--- config.mk ---
export PLATFORM = sky130hd
export DESIGN_NAME = data_mem_arbiter
export DESIGN_NICKNAME = d
export VERILOG_FILES = /design/src/rtl/data_mem_arbiter.sv
export SDC_FILE = /design/constraint.sdc
export NUM_CORES = 1
export LEC_CHECK = 0
export ABC_AREA = 0
export CORE_UTILIZATION = 42
export DETAILED_ROUTE_END_ITERATION = 6
export PLACE_DENSITY = 0.81
export SLEW_MARGIN = 0
export SYNTH_ARGS = -nofsm -noshare
export SYNTH_HDL_FRONTEND = slang
export SYNTH_SLANG_ARGS = --single-unit
--- constraint.sdc ---
create_clock -name clock -period 2 [get_ports clock]
set_clock_uncertainty 0.2 [all_clocks]
set_input_delay 0.2 -clock clock [delete_from_list [all_inputs] [get_ports clock]]
set_output_delay 0.2 -clock clock [all_outputs]
set_load 0.005 [all_outputs]
--- src/rtl/data_mem_arbiter.sv ---
// Two-port arbiter/sequencer in front of data_memory: serialises port 0 (LSU) and port 1 (debug/DMA)
// requests, drives the memory strobes and returns a one-cycle ack plus registered read data.
module data_mem_arbiter #(
    parameter int unsigned ADDR_WIDTH   = 7,
    parameter int unsigned DATA_WIDTH   = 32,
    parameter int unsigned READ_LATENCY = 1,
    parameter int unsigned FIXED_PRIO   = 0
) (
    input  logic                  clock,
    input  logic                  reset_n,
    input  logic                  req0,
    input  logic                  req1,
    input  logic                  we0,
    input  logic                  we1,
    input  logic [ADDR_WIDTH-1:0] addr0,
    input  logic [ADDR_WIDTH-1:0] addr1,
    input  logic [DATA_WIDTH-1:0] wdata0,
    input  logic [DATA_WIDTH-1:0] wdata1,
    output logic                  ack0,
    output logic                  ack1,
    output logic [DATA_WIDTH-1:0] rdata0,
    output logic [DATA_WIDTH-1:0] rdata1,
    output logic                  busy,
    output logic [ADDR_WIDTH-1:0] mem_address,
    output logic                  mem_write,
    output logic                  mem_read,
    output logic [DATA_WIDTH-1:0] mem_write_data,
    input  logic [DATA_WIDTH-1:0] mem_read_data
);

    typedef enum logic [1:0] {IDLE, ACCESS, WAIT, DONE} stateT;

    localparam logic [1:0] LAST_WAIT = (READ_LATENCY > 0) ? 2'(READ_LATENCY - 1) : 2'd0;

    stateT                 state;
    logic                  winner;
    logic                  latchWe;
    logic                  rrPtr;
    logic [1:0]            waitCnt;
    logic                  grant1;
    logic                  selWe;
    logic [ADDR_WIDTH-1:0] selAddr;
    logic [DATA_WIDTH-1:0] selWdata;

    // Port 1 wins when alone, or on a tie when round-robin points at it.
    always_comb begin
        grant1   = req1 && (!req0 || ((FIXED_PRIO == 0) && rrPtr));
        selWe    = grant1 ? we1 : we0;
        selAddr  = grant1 ? addr1 : addr0;
        selWdata = grant1 ? wdata1 : wdata0;
    end

    always_ff @(posedge clock or negedge reset_n) begin
        if (!reset_n) begin
            state          <= IDLE;
            winner         <= 1'b0;
            latchWe        <= 1'b0;
            rrPtr          <= 1'b0;
            waitCnt        <= '0;
            ack0           <= 1'b0;
            ack1           <= 1'b0;
            rdata0         <= '0;
            rdata1         <= '0;
            busy           <= 1'b0;
            mem_address    <= '0;
            mem_write      <= 1'b0;
            mem_read       <= 1'b0;
            mem_write_data <= '0;
        end else begin
            ack0 <= 1'b0;
            ack1 <= 1'b0;
            case (state)
                IDLE: begin
                    if (req0 || req1) begin
                        state          <= ACCESS;
                        busy           <= 1'b1;
                        winner         <= grant1;
                        latchWe        <= selWe;
                        mem_address    <= selAddr;
                        mem_write_data <= selWdata;
                        mem_write      <= selWe;
                        mem_read       <= !selWe;
                        waitCnt        <= '0;
                    end
                end
                ACCESS: begin
                    if (latchWe) begin
                        mem_write <= 1'b0;
                        ack0      <= !winner;
                        ack1      <= winner;
                        state     <= DONE;
                    end else if (READ_LATENCY == 0) begin
                        if (winner) rdata1 <= mem_read_data;
                        else        rdata0 <= mem_read_data;
                        mem_read <= 1'b0;
                        ack0     <= !winner;
                        ack1     <= winner;
                        state    <= DONE;
                    end else begin
                        state <= WAIT;
                    end
                end
                WAIT: begin
                    if (waitCnt == LAST_WAIT) begin
                        if (winner) rdata1 <= mem_read_data;
                        else        rdata0 <= mem_read_data;
                        mem_read <= 1'b0;
                        ack0     <= !winner;
                        ack1     <= winner;
                        state    <= DONE;
                    end else begin
                        waitCnt <= waitCnt + 2'd1;
                    end
                end
                DONE: begin
                    rrPtr <= !winner;
                    busy  <= 1'b0;
                    state <= IDLE;
                end
                default: state <= IDLE;
            endcase
        end
    end

endmodule

* After elaboration in Yosys (flattened, before gate mapping)
Cells that the tools add are included.
** Storage, ports and cells
- Bits of input ports :: 116
- Output and inout port bits :: 108
- Flip-flop bits (word level) :: 115
- Logic and storage cells :: 66
** Cells by class
- Equal/unequal tests :: 7
- Bitwise operators :: 1
- Add/sub/neg operators :: 1
- Reductions and logical operators :: 19
- Multiplexer cells :: 24
** Operators by type and width (count)
- 32-bit two-way mux :: 1
- 3-bit AND reduction :: 5
- 1-bit two-way mux :: 11
- 1-bit one-hot mux with 2 select lines :: 5
- 2-bit two-way mux :: 4
- 2-bit inequality test (second input constant) :: 4
- 2-bit one-hot mux with 4 select lines :: 1
- 7-bit two-way mux :: 1
- 2-bit AND reduction :: 3
- 2-bit nonzero test :: 3
- 2-bit equality test (second input constant) :: 2
- 2-bit logical NOT :: 2
- 2-bit one-hot mux with 2 select lines :: 1
- 1-bit logical NOT :: 3
- 2-bit by 1-bit adder with 2-bit output (second input constant) :: 1
- 2-bit by 1-bit equality test with 1-bit output (second input constant) :: 1
- 1-bit logical OR :: 2
- 1-bit logical AND :: 1
- 1-bit NOT :: 1

* Depth between registers and ports, before layout
- Word-level depth :: 7
- Depth in mapped cells :: 7

* Worst setup path before layout
No wires, ideal clock.
- Kind :: reg2reg
- From :: reg state[0]
- To :: reg rdata1[0]
- Buffers on the path :: 2
- Stages on the path, launching flop included :: 7
- Data required time :: 1.675 ns
- Slack :: 0.167 ns
- Clock period less this slack :: 1.833 ns
- Data arrival time :: 1.508 ns
- Cell sequence :: dfrtp_1 inv_1 ha_1 buf_2 nand3_1 buf_2 mux2_2
** Between the ends
- Word-level cells in the longest chain between the ends :: 2
** Ends and longest elaborated chain
- from (decl) :: line 35 : stateT state;
- from (signal assigned) :: line 55 : state <= IDLE;
- from (signal assigned) :: line 75 : state <= ACCESS;
- from (signal assigned) :: line 91 : state <= DONE;
- 2-bit equality test :: line 72 : case (state)
- 3-bit AND reduction (no line)
- to (signal assigned) :: line 93 : if (winner) rdata1 <= mem_read_data;
- to (signal assigned) :: line 105 : if (winner) rdata1 <= mem_read_data;
- to (decl) :: line 22 : output logic [DATA_WIDTH-1:0] rdata1,
No other way between the ends.
A chain may end at the register's enable or synchronous reset.

* Worst setup path in the final report
- From :: reg state[0]
- To :: reg rdata1[23]
The elaborated chain is that of the path after synthesis.

==> impl_metrics.json <==
{
  "outcome": "complete, no violations",
  "area_growth_pct": 64.28,
  "vias": 3795,
  "gr-total-overflow": 0,
  "ys_warn_count": 0,
  "port_buffers": 223,
  "core.rowCount": 38,
  "rr_worst_depth": 5,
  "syn_inst": 377,
  "max-vdd-ir-drop_uv": 888.5,
  "pin_count": 224,
  "fin_util_pct": 72.10,
  "clock-root-buffer": "clkbuf_16",
  "clock_sinks": 115,
  "synth-async-reset-ratio_pct": 100.0,
  "final_cell_mix": "clkdlybuf4s50_1 (222), dfrtp_1 (115), mux2_2 (66)",
  "r2r_slack_ns": 0.11,
  "fill_cells": 751,
  "crit_chain": "inv_1, ha_2, nand3_1, buf_12, mux2_2",
  "crit_fanout": 32,
  "end_kind": "register",
  "drv_slew": 0,
  "ys_ff_latch": 115,
  "p_leak_uw": 0.003533,
  "synth.distinct_cells": 29,
  "rsz0062_at_grt": "false",
  "max_slew.worst_pin.slew_ns": 0.4830,
  "routed_wl_um": 12170,
  "grt_pass1_wl_um": 18940,
  "cp-start-kind": "register",
  "synth_edf_count": 0,
  "cp_data_arrival_time_ns": 1.97,
  "clk_pin_slew_ns": 0.06,
  "track_usage_pct": 21.08,
  "dp_slack_ns": 0.04435,
  "fin_total_pwr_uw": 12380,
  "die_h_um": 109.6,
  "antenna_cells": 0,
  "fmaxAchievable_mhz": 529.3,
  "wl_per_cell_um": 15.86,
  "timing.rr.end": "rdata1[23]",
  "dr.pass1.iters": 4,
  "r2r_start": "state[0]",
  "netlist_area_sq_um": 4862,
  "cts_tree": "built",
  "clkLatencyLatePin_ns": 0.40,
  "drive_above_1_share_pct": 18.66,
  "drv_cap": 0,
  "worstPathRequired_ns": 2.09,
  "grt_start_max_net_pins": 69,
  "viasPerCell": 4.948,
  "pwr_density_cell_nw_per_um2": 1550,
  "syn_nets": 501,
  "relSlewSlack_pct": 67.80,
  "htreeDepth": 4,
  "setup_viol": 0,
  "finalNetCount": 738,
  "worstSetupPathType": "register to register",
  "holdWs_ns": 0.08851,
  "die_x_um": 109.6,
  "synth_flop_cell": "dfrtp_1",
  "final_common_cell": "clkdlybuf4s50_1",
  "setup_ws_ns": 0.1108,
  "fin_crit_ns": 1.889,
  "ant_nets": 0,
  "core_sq_um": 11080,
  "dp_hpwl_um": 8841,
  "synth_seq_area_share_pct": 59.19,
  "antenna_found_initial": 0,
  "min_path_type": "primary input to async pin",
  "finalCritPeriodShare_pct": 94.46,
  "initial_utilization_pct": 43.89,
  "slowest_stage": "dfrtp_1",
  "cts_buffers": 17,
  "tns_ns": 0,
  "drt_iter0_markers": 232,
  "cts_buffer_depth": 2,
  "finalHoldViolCount": 0,
  "avgSynthCellArea_sq_um": 12.90,
  "gp_congestion": 0.7911,
  "grt_pass1_vias": 3882,
  "drcViolationCount": 0,
  "dieArea_sq_um": 12010,
  "critPathMaxStageDelay_ns": 0.40
}
[synthesized netlist by cell type, types with 2 or more instances]
cell | instances | area share, %
o21ai_0 | 8 | 0.82
buf_2 | 8 | 0.82
nand2_1 | 46 | 3.6
nand3_1 | 2 | 0.21
ha_1 | 8 | 2.1
o21ai_1 | 39 | 4.0
clkbuf_1 | 8 | 0.62
nor2_1 | 8 | 0.62
inv_1 | 8 | 0.62
mux2i_1 | 41 | 8.4
dfrtp_1 | 115 | 59
mux2_2 | 66 | 15
buf_6 | 4 | 0.93
[cell families after synthesis]
group,share of synthesized area [%]
simple gates,4.761
compound gates,7.206
flops,59.19
buf+inv,3.062
mux,23.73
fa+ha+maj,2.059
[worst max-delay path: cells and delay by family, from the launching register on]
kind          cells  cell delay, ns
buf+inv           2            0.40
mux               1            0.29
flops             1            0.40
fa+ha+maj         1            0.30
simple gates      1            0.16
[layer usage]
layer | vias up | global-route usage [%] | routed length, um
li1 | 1792 | - | -
met1 | 1819 | 23.18 | 4688
met2 | 172 | 36.52 | 6045
met3 | 12 | 9.069 | 1300
met4 | 0 | 6.952 | 134
met5 | - | 0 | 0
[cell type report]
class	count	area (sq um)	share of cell area, %
Clock buffer	20	456.7	5.717
Clock inverter	12	153.9	1.927
Inverter	9	33.78	0.4229
Multi-Input combinational cell	233	1846	23.10
Sequential cell	115	2878	36.03
Tap cell	140	175.2	2.193
Timing Repair Buffer	238	2445	30.61
[repair_timing]
item | 4_1_cts | 5_1_grt
setup buffers | 0 | 0
hold buffers | 1 | 0
resized for setup | 0 | 1
endpoints found under the setup margin | 0 | 62
endpoints found under the hold margin | 115 | 0
[stage by stage]
stage          std cells  cell area, sq um
6_report             767              7988
3_3_place_gp         734              7365
3_5_place_dp         734              7365
4_1_cts              767              7985
5_1_grt              767              7988
2_1_floorplan        377              4862
[worst max path at each step]
stage	startpoint	end	slack [ns]	depth (start not counted)
after floorplan	state[0]	rdata1[0]	0.17	6
after global placement	req1	mem_write_data[26]	0.11	6
after detailed placement	state[0]	rdata1[13]	0.04	5
after CTS	state[0]	rdata1[0]	0.04	5
after global routing	state[0]	rdata1[0]	0.05	5
final	state[0]	rdata1[23]	0.11	5
[state kept, by name, indices dropped and copies added, names as in the netlist, 2 cells and up]
signal / cells
rdata0: 32
waitCnt: 2
rdata1: 32
mem_write_data: 32
mem_address: 7
state: 2
[power breakdown]
| part | leakage (uW) | total, uW | switching, uW | internal [uW] |
|---|---|---|---|---|
| combinational | 0.00186 | 5190 | 1850 | 3340 |
| clock | 0.000293 | 3080 | 1050 | 2030 |
| sequential | 0.00138 | 4110 | 617 | 3500 |
No activity file was read; power rests on OpenSTA's default activity.
